<file path="config.mk">
export PLATFORM = sky130hd
export DESIGN_NAME = ctrl_pipe
export DESIGN_NICKNAME = d
export VERILOG_FILES = /design/src/rtl/ctrl_pkg.sv /design/src/rtl/ctrl_stage_reg.sv /design/src/rtl/ctrl_pipe.sv
export SDC_FILE = /design/constraint.sdc
export NUM_CORES = 1
export LEC_CHECK = 0
export ABC_AREA = 1
export CORE_MARGIN = 2
export CORE_UTILIZATION = 50
export CTS_BUF_LIST = sky130_fd_sc_hd__clkbuf_4
export DETAILED_ROUTE_END_ITERATION = 10
export HOLD_SLACK_MARGIN = 0.15
export PLACE_DENSITY = 0.81
export SLEW_MARGIN = 15
export SYNTH_ARGS = -nofsm -noshare
export SYNTH_HDL_FRONTEND = slang
export SYNTH_HIERARCHICAL = 1
export SYNTH_SLANG_ARGS = --single-unit
export TNS_END_PERCENT = 50
</file>
<file path="constraint.sdc">
create_clock -name clk -period 2.9 [get_ports clk]
set_clock_uncertainty 0.1 [all_clocks]
set_input_delay 0.435 -clock clk [delete_from_list [all_inputs] [get_ports clk]]
set_output_delay 0.435 -clock clk [all_outputs]
set_load 0.1 [all_outputs]
</file>
<file path="src/rtl/ctrl_pkg.sv">
// Shared definitions for the control-word pipeline: field layout of the
// packed control word, the bubble value and the EX-stage action encoding.
package ctrl_pkg;

   localparam int CW_WIDTH = 24;

   // Field layout, MSB first. Each field is described by its LSB and width.
   localparam int DINSRC_LSB     = 22;  localparam int DINSRC_W     = 2;
   localparam int REGWE_LSB      = 21;  localparam int REGWE_W      = 1;
   localparam int FPDEST_LSB     = 20;  localparam int FPDEST_W     = 1;
   localparam int REGDEST_LSB    = 18;  localparam int REGDEST_W    = 2;
   localparam int JUMPTYPE_LSB   = 16;  localparam int JUMPTYPE_W   = 2;
   localparam int CONDSRC_LSB    = 15;  localparam int CONDSRC_W    = 1;
   localparam int BRANCHCOND_LSB = 13;  localparam int BRANCHCOND_W = 2;
   localparam int FPSRC_LSB      = 12;  localparam int FPSRC_W      = 1;
   localparam int ALUOP_LSB      = 8;   localparam int ALUOP_W      = 4;
   localparam int ALUCRUFT_LSB   = 7;   localparam int ALUCRUFT_W   = 1;
   localparam int ALUSRC_LSB     = 6;   localparam int ALUSRC_W     = 1;
   localparam int EXTIMM_LSB     = 5;   localparam int EXTIMM_W     = 1;
   localparam int MEMSIZE_LSB    = 3;   localparam int MEMSIZE_W    = 2;
   localparam int MEMWE_LSB      = 2;   localparam int MEMWE_W      = 1;
   localparam int EXTMEM_LSB     = 1;   localparam int EXTMEM_W     = 1;
   localparam int FPUOP_LSB      = 0;   localparam int FPUOP_W      = 1;

   // An empty stage carries this word so no write enable can leak from a bubble.
   localparam logic [CW_WIDTH-1:0] CW_BUBBLE = '0;

   // What the EX stage register does on the coming edge, in priority order.
   typedef enum logic [1:0] {
      EX_FLUSH,
      EX_HOLD,
      EX_LOAD,
      EX_EMPTY
   } exAction_e;

   // Convenience accessors for the two write enables the datapath cares most about.
   function automatic logic cwRegWE(input logic [CW_WIDTH-1:0] cw);
      return cw[REGWE_LSB];
   endfunction

   function automatic logic cwMemWE(input logic [CW_WIDTH-1:0] cw);
      return cw[MEMWE_LSB];
   endfunction

endpackage

</file>
<file path="src/rtl/ctrl_stage_reg.sv">
// One pipeline stage register for a control word and its valid bit.
// Priority: bubble (forced empty) > hold (keep contents) > capture input.
// A captured invalid input also leaves the stage empty with an all-zero word.
module ctrl_stage_reg
   import ctrl_pkg::*;
#(
   parameter int W = CW_WIDTH
) (
   input  logic         clk,
   input  logic         rst,
   input  logic         bubble_i,
   input  logic         hold_i,
   input  logic         valid_i,
   input  logic [W-1:0] cw_i,
   output logic [W-1:0] cw_o,
   output logic         valid_o
);

   logic [W-1:0] cw_q, cw_d;
   logic         valid_q, valid_d;

   // Next-state selection between bubble, hold and capture.
   always_comb begin
      cw_d    = cw_q;
      valid_d = valid_q;
      if (bubble_i) begin
         cw_d    = W'(CW_BUBBLE);
         valid_d = 1'b0;
      end else if (!hold_i) begin
         valid_d = valid_i;
         cw_d    = valid_i ? cw_i : W'(CW_BUBBLE);
      end
   end

   // Stage state register, emptied by reset.
   always_ff @(posedge clk or posedge rst) begin
      if (rst) begin
         cw_q    <= W'(CW_BUBBLE);
         valid_q <= 1'b0;
      end else begin
         cw_q    <= cw_d;
         valid_q <= valid_d;
      end
   end

   assign cw_o    = cw_q;
   assign valid_o = valid_q;

endmodule

</file>
<file path="src/rtl/ctrl_pipe.sv">
// Control-word pipeline EX -> MEM -> WB with multi-cycle EX occupancy,
// back-pressure to decode, flush of EX and a retired-instruction counter.
module ctrl_pipe #(
   parameter int CW_WIDTH   = 24,
   parameter int MC_LATENCY = 4,
   parameter int CNT_WIDTH  = 32
) (
   input  logic                 clk,
   input  logic                 rst,
   input  logic [CW_WIDTH-1:0]  id_cw,
   input  logic                 id_valid,
   input  logic                 id_multi,
   output logic                 id_ready,
   input  logic                 ext_stall,
   input  logic                 flush_ex,
   output logic [CW_WIDTH-1:0]  ex_cw,
   output logic                 ex_valid,
   output logic [CW_WIDTH-1:0]  mem_cw,
   output logic                 mem_valid,
   output logic [CW_WIDTH-1:0]  wb_cw,
   output logic                 wb_valid,
   output logic                 mc_busy,
   output logic [CNT_WIDTH-1:0] retired
);

   import ctrl_pkg::*;

   // Counter must hold MC_LATENCY-1; keep at least one bit when MC_LATENCY is 1.
   localparam int MC_W = (MC_LATENCY > 1) ? $clog2(MC_LATENCY) : 1;
   localparam logic [MC_W-1:0] MC_LOAD = MC_W'(MC_LATENCY - 1);

   logic [MC_W-1:0]      mcCnt_q, mcCnt_d;
   logic [CNT_WIDTH-1:0] retired_q, retired_d;
   exAction_e            exAction;
   logic                 exAdv;

   assign mc_busy  = ex_valid & (mcCnt_q != '0);
   assign id_ready = !(ext_stall | mc_busy);
   assign exAdv    = ex_valid & id_ready;

   // Decide what EX does this edge and the matching multi-cycle count.
   always_comb begin
      exAction = EX_EMPTY;
      mcCnt_d  = '0;
      if (flush_ex) begin
         exAction = EX_FLUSH;
      end else if (!id_ready) begin
         exAction = EX_HOLD;
      end else if (id_valid) begin
         exAction = EX_LOAD;
      end
      case (exAction)
         EX_HOLD:  mcCnt_d = (mcCnt_q != '0) ? mcCnt_q - 1'b1 : '0;
         EX_LOAD:  mcCnt_d = id_multi ? MC_LOAD : '0;
         default:  mcCnt_d = '0;
      endcase
   end

   // Multi-cycle occupancy counter for the op currently in EX.
   always_ff @(posedge clk or posedge rst) begin
      if (rst) begin
         mcCnt_q <= '0;
      end else begin
         mcCnt_q <= mcCnt_d;
      end
   end

   // Retire count advances once per cycle in which WB holds a real instruction.
   always_comb begin
      retired_d = retired_q + CNT_WIDTH'(wb_valid);
   end

   // Retire counter register; wraps naturally at its width.
   always_ff @(posedge clk or posedge rst) begin
      if (rst) begin
         retired_q <= '0;
      end else begin
         retired_q <= retired_d;
      end
   end

   assign retired = retired_q;

   ctrl_stage_reg #(.W(CW_WIDTH)) u_ex (
      .clk      (clk),
      .rst      (rst),
      .bubble_i (exAction == EX_FLUSH),
      .hold_i   (exAction == EX_HOLD),
      .valid_i  (id_valid),
      .cw_i     (id_cw),
      .cw_o     (ex_cw),
      .valid_o  (ex_valid)
   );

   ctrl_stage_reg #(.W(CW_WIDTH)) u_mem (
      .clk      (clk),
      .rst      (rst),
      .bubble_i (1'b0),
      .hold_i   (1'b0),
      .valid_i  (exAdv),
      .cw_i     (ex_cw),
      .cw_o     (mem_cw),
      .valid_o  (mem_valid)
   );

   ctrl_stage_reg #(.W(CW_WIDTH)) u_wb (
      .clk      (clk),
      .rst      (rst),
      .bubble_i (1'b0),
      .hold_i   (1'b0),
      .valid_i  (mem_valid),
      .cw_i     (mem_cw),
      .cw_o     (wb_cw),
      .valid_o  (wb_valid)
   );

endmodule

</file>
==> flow_results.org <==
** Timing
- Number of failing setup endpoints in the final timing report :: 0
- Relative slew margins :: 40.3%
- After layout, the minimum clock period comes to 2.29 ns.
- Max frequency :: roughly 440 MHz
- Number of hold violations in the final report :: 0
- Adding up every negative setup slack in the final design gives 0 ns.
- Final hold analysis gives a worst-case slack of ~0.42 ns.
- Setup repair after global routing missed its margin :: false
- For the pin with the worst max-slew slack, the measured transition is roughly 0.89 ns.
- Final max-slew violation count :: 0
- In the finished design, the share of the clock period the worst path needs comes to between 70% and 80%.

** Global route
- Aggregate global routing overflow :: 0
- The first global-routing pass estimated between 20 and 25 mm of wire.
- Antenna violations before repair :: 0
- Vias in the first global route :: around 4,400
- Total Routing Usage GR :: a little over a fifth
- Pin count of the biggest net entering global routing :: 33

** Route
- Summed over all layers, the routed wires come to 13.0 mm.
- Count of vias placed by the detailed router :: approximately 4,700
- Using the TritonRoute via totals, the vias-per-cell ratio works out to approximately 4.7.
- Average wire length per cell after detail routing :: around 13 um
- After detailed routing, the number of remaining DRC violations is 0.
- The first routing iteration left approximately 260 violations.
- For this run, the detailed router's first-pass iteration total came to 4.
- Once detail routing completed, the nets flagged for antenna violations numbered 0.

** Yosys
- Cells after synthesis :: around 730
- Yosys top cell area share :: between 40% and 50%
- Simple-gate portion of the synthesized area :: 40.5%
- Post-synthesis register bit count :: 109
- Sequential fraction of the synthesis area :: between 40% and 50%
- Of the total synthesized cell area, the portion taken by XOR and XNOR cells is 2.29%.
- Netlist area before placement :: 5730 um^2
- Yosys printed 6 warnings.
- The synthesized netlist devotes less than 1% of its cell area to compound gates.
- Leading area contributor after synthesis :: sky130_fd_sc_hd__dfrtp_1
- Synthesis instantiated 23 different standard cells from the library.
- Cell types with the largest area share after synthesis :: sky130_fd_sc_hd__dfrtp_1 48%, sky130_fd_sc_hd__nand2_1 22%, sky130_fd_sc_hd__nand2_2 6.9%
- Dominant combinational cell family by area after synthesis :: simple AND/OR/NAND/NOR gates
- Averaged over all synthesized cells, the footprint is approximately 8 um^2.
- Summing the areas of all fa, ha and maj instances in the mapped netlist gives under 10% of the synthesized area.
- In the synthesized netlist, mux cells make up 0% of the area.

** Power and ir drop
- Sequential cells burn 54.7% of the power.
- Total power for the finished layout comes to approximately 3000 uW.
- VDD sags by at most around 0.24 mV.
- Cell internal pwr :: about 1900 uW
- Summed over all cells, the static leakage comes to about 0.0037 uW.
- Of the total power, the share spent switching nets is approximately a third.
- Fraction of power consumed by combinational cells :: approximately 20%
- Net Switching :: between 900 and 1000 uW
- Dividing total power by cell area gives a power density of around 420 nW/um^2.
- The share of total power dissipated in the clock network is between 20 and 30%.

** Layout
- The finished layout holds 1,012 standard cells, fillers aside.
- Share of final-layout standard cells stronger than drive strength 1 :: between 20% and 30%
- Area growth from synthesis to layout :: 21.0%
- In the layout the commonest cells are 331 x sky130_fd_sc_hd__nand2_1, 115 x sky130_fd_sc_hd__buf_4, 109 x sky130_fd_sc_hd__dfrtp_1, 105 x sky130_fd_sc_hd__nor2_1, 63 x sky130_fd_sc_hd__nand2_2.
- NumNets Final :: between 800 and 900
- Leaving out fill and tap cells, the most frequent cell in the layout is sky130_fd_sc_hd__nand2_1.
- The number of antenna diodes in the final layout is 0.
- After routing the design area is around 6900 um^2.

** Worst setup path
- The largest single stage delay on the critical path is about 0.44 ns.
- Nature of the critical path endpoint :: flip-flop
- Grouping stages by cell kind, the critical path spends the most delay in compound AO/OA/AOI/OAI gates.
- Critical path peak fanout :: 25
- In this design, the critical path's most frequently occurring cell is sky130_fd_sc_hd__nand2_1.
- The worst register-to-register path begins at mcCnt_q[1]$_DFF_PP0_.
- Data arrival at the endpoint of the critical path :: roughly 2.5 ns
- STA puts the critical path data required time at about 3.2 ns.
- Together, buffers and inverters on the worst path number 2.
- Startpoint-to-endpoint class of the critical path :: flip-flop to flip-flop
- Crit path cell chain :: o21ai_0 -> nand2_1 -> o21ai_0 -> ha_1 -> inv_6 -> nand2_8 -> inv_8 -> nand2_1 -> nand2_1
- Critical Path Slowest Stage Cell :: sky130_fd_sc_hd__ha_1
- The most critical setup path has its startpoint at mcCnt_q[1]$_DFF_PP0_.
- The worst setup path is launched from a flip-flop.
- Slack of the worst reg-to-reg path :: 0.61 ns
- Measured in cells, the most critical reg-to-reg path has a length of 9.
- The worst register-to-register path ends at u_ex/cw_o[3]$_DFFE_PP0P_.

** Die
- Die outline area :: between 10,000 and 15,000 um^2
- Site Rows :: 39
- The initial utilization of the core area, before any placement, comes to 50.7%.
- Boundary pin count :: approximately 140
- The floorplan step set the die height to about 110 um.
- Die Wd :: 111 um
- The region available for standard cell placement spans about 11,000 um^2.

** CTS
- Max Root-Sink Buffers :: 2
- Root cell of the clock tree :: sky130_fd_sc_hd__clkbuf_4
- Number of H-tree levels :: 3
- The clock reaches the later pin of the worst-skew pair after about 0.44 ns.
- Clk sink count :: around 110
- Total clock buffers created by CTS :: 9
- Clock-pin slew on the worst setup and hold paths :: 0.16 ns
- Once the clock tree was built, the setup fixing pass inserted 0 buffers.
- Clock tree from TritonCTS :: done

** Placed design
- Area of placed instances :: 6800 um^2
- Placed instance count :: 995
- HPWL after DPL :: 9.67 mm
- During placement, the flow inserted port buffers numbering around 140.
- Placer Congestion :: 0.874

** Min path
- Worst Hold Depth :: 1
- Worst hold path endpoint :: retired[9]$_DFF_PP0_
- In this run the worst hold path is classified as flip-flop to flip-flop.
- In this run the most critical hold path is launched from retired[9]$_DFF_PP0_.

** Job
- The tool flagged a number of max-cap violations equal to 0.

** Run status
- Run status :: finished, final reports clean
==> cell families after synthesis <==
logic type / after synthesis
and+or+nand+nor: 532
DFF: 109
buffers and inverters: 67
xor gates and xnor gates: 15
adders and majority gates: 5
AOI/OAI and AO/OA: 4
other: 1
==> worst reg2reg max path, stage by stage, from the launching register on <==
cell and delay, ns:
sky130_fd_sc_hd__dfrtp_1 0.43, sky130_fd_sc_hd__o21ai_0 0.25, sky130_fd_sc_hd__nand2_1 0.12, sky130_fd_sc_hd__o21ai_0 0.35, sky130_fd_sc_hd__ha_1 0.44, sky130_fd_sc_hd__inv_6 0.07
sky130_fd_sc_hd__nand2_8 0.16, sky130_fd_sc_hd__inv_8 0.12, sky130_fd_sc_hd__nand2_1 0.09, sky130_fd_sc_hd__nand2_1 0.06
==> final cells by class <==
cell class                 count  area (um^2)
clock buffer                   9         67.6
sequential                   109         2730
clock inverter                 7         66.3
tap                          143          179
multi-input combinational    562         2560
fill                        1045         4380
inverter                      37          176
timing repair buffer         145         1160
==> cell usage after synthesis <==
cell type                  instances
sky130_fd_sc_hd__nand2_1         331
sky130_fd_sc_hd__dfrtp_1         109
sky130_fd_sc_hd__nor2_1          105
sky130_fd_sc_hd__nand2_2          63
sky130_fd_sc_hd__inv_1            31
sky130_fd_sc_hd__nand3b_1         12
sky130_fd_sc_hd__xor2_1           11
sky130_fd_sc_hd__buf_2             9
sky130_fd_sc_hd__buf_4             9
sky130_fd_sc_hd__nand3_1           8
sky130_fd_sc_hd__nor2_4            8
sky130_fd_sc_hd__buf_12            6
sky130_fd_sc_hd__ha_1              5
sky130_fd_sc_hd__xnor2_1           4
sky130_fd_sc_hd__buf_6             3
sky130_fd_sc_hd__clkbuf_4          3
sky130_fd_sc_hd__inv_6             3
sky130_fd_sc_hd__inv_8             3
sky130_fd_sc_hd__nand2_8           3
sky130_fd_sc_hd__a21oi_1           2
sky130_fd_sc_hd__nor2_2            2
sky130_fd_sc_hd__o21ai_0           2
sky130_fd_sc_hd__conb_1            1
==> sequential cells by signal (all words and copies together) (netlist names) <==
register,cells
retired,32
u_ex/cw_o,24
u_mem/cw_o,24
u_wb/cw_o,24
mcCnt_q,2
u_ex/valid_o,1
u_mem/valid_o,1
u_wb/valid_o,1
==> per-layer routing <==
| metal | global-route usage [%] | vias to the layer above | routed length [um] |
|---|---|---|---|
| li1 | - | 2457 | - |
| met1 | 31.9 | 2121 | 6380 |
| met2 | 32.7 | 121 | 5850 |
| met3 | 3.23 | 12 | 602 |
| met4 | 6.09 | 0 | 151 |
| met5 | 0 | - | 0 |
==> worst max path at each step <==
stage / endpoint / depth (start not counted)
detailed placement: u_ex/cw_o[3]$_DFFE_PP0P_ / 10
global placement: u_ex/cw_o[22]$_DFFE_PP0P_ / 10
global route: u_ex/cw_o[3]$_DFFE_PP0P_ / 9
finish: u_ex/cw_o[3]$_DFFE_PP0P_ / 9
CTS: u_ex/cw_o[3]$_DFFE_PP0P_ / 9
floorplan: u_mem/cw_o[13]$_DFFE_PP0P_ / 11
==> power groups by stage <==
stage	Sequential (uW)	Combinational [uW]	Clock [uW]
6_report	1600	572	748
5_1_grt	1600	606	834
4_1_cts	1600	568	770
3_5_place_dp	1620	567	0
3_3_place_gp	1620	560	0
2_1_floorplan	1880	199	0
==> stage by stage <==
step                setup WS (ns)  utilization [%]
CTS                         0.608             61.3
finish                      0.612             61.3
detailed placement          0.448             60.0
global route                0.412             61.3
global placement            0.541             60.0
floorplan                   0.285                -
==> timing repair <==
item / in CTS / in global routing
hold endpoints to repair: 2 / 0
hold buffers: 1 / 0
resized for setup: 0 / 0
No activity file was read; power rests on OpenSTA's default activity.
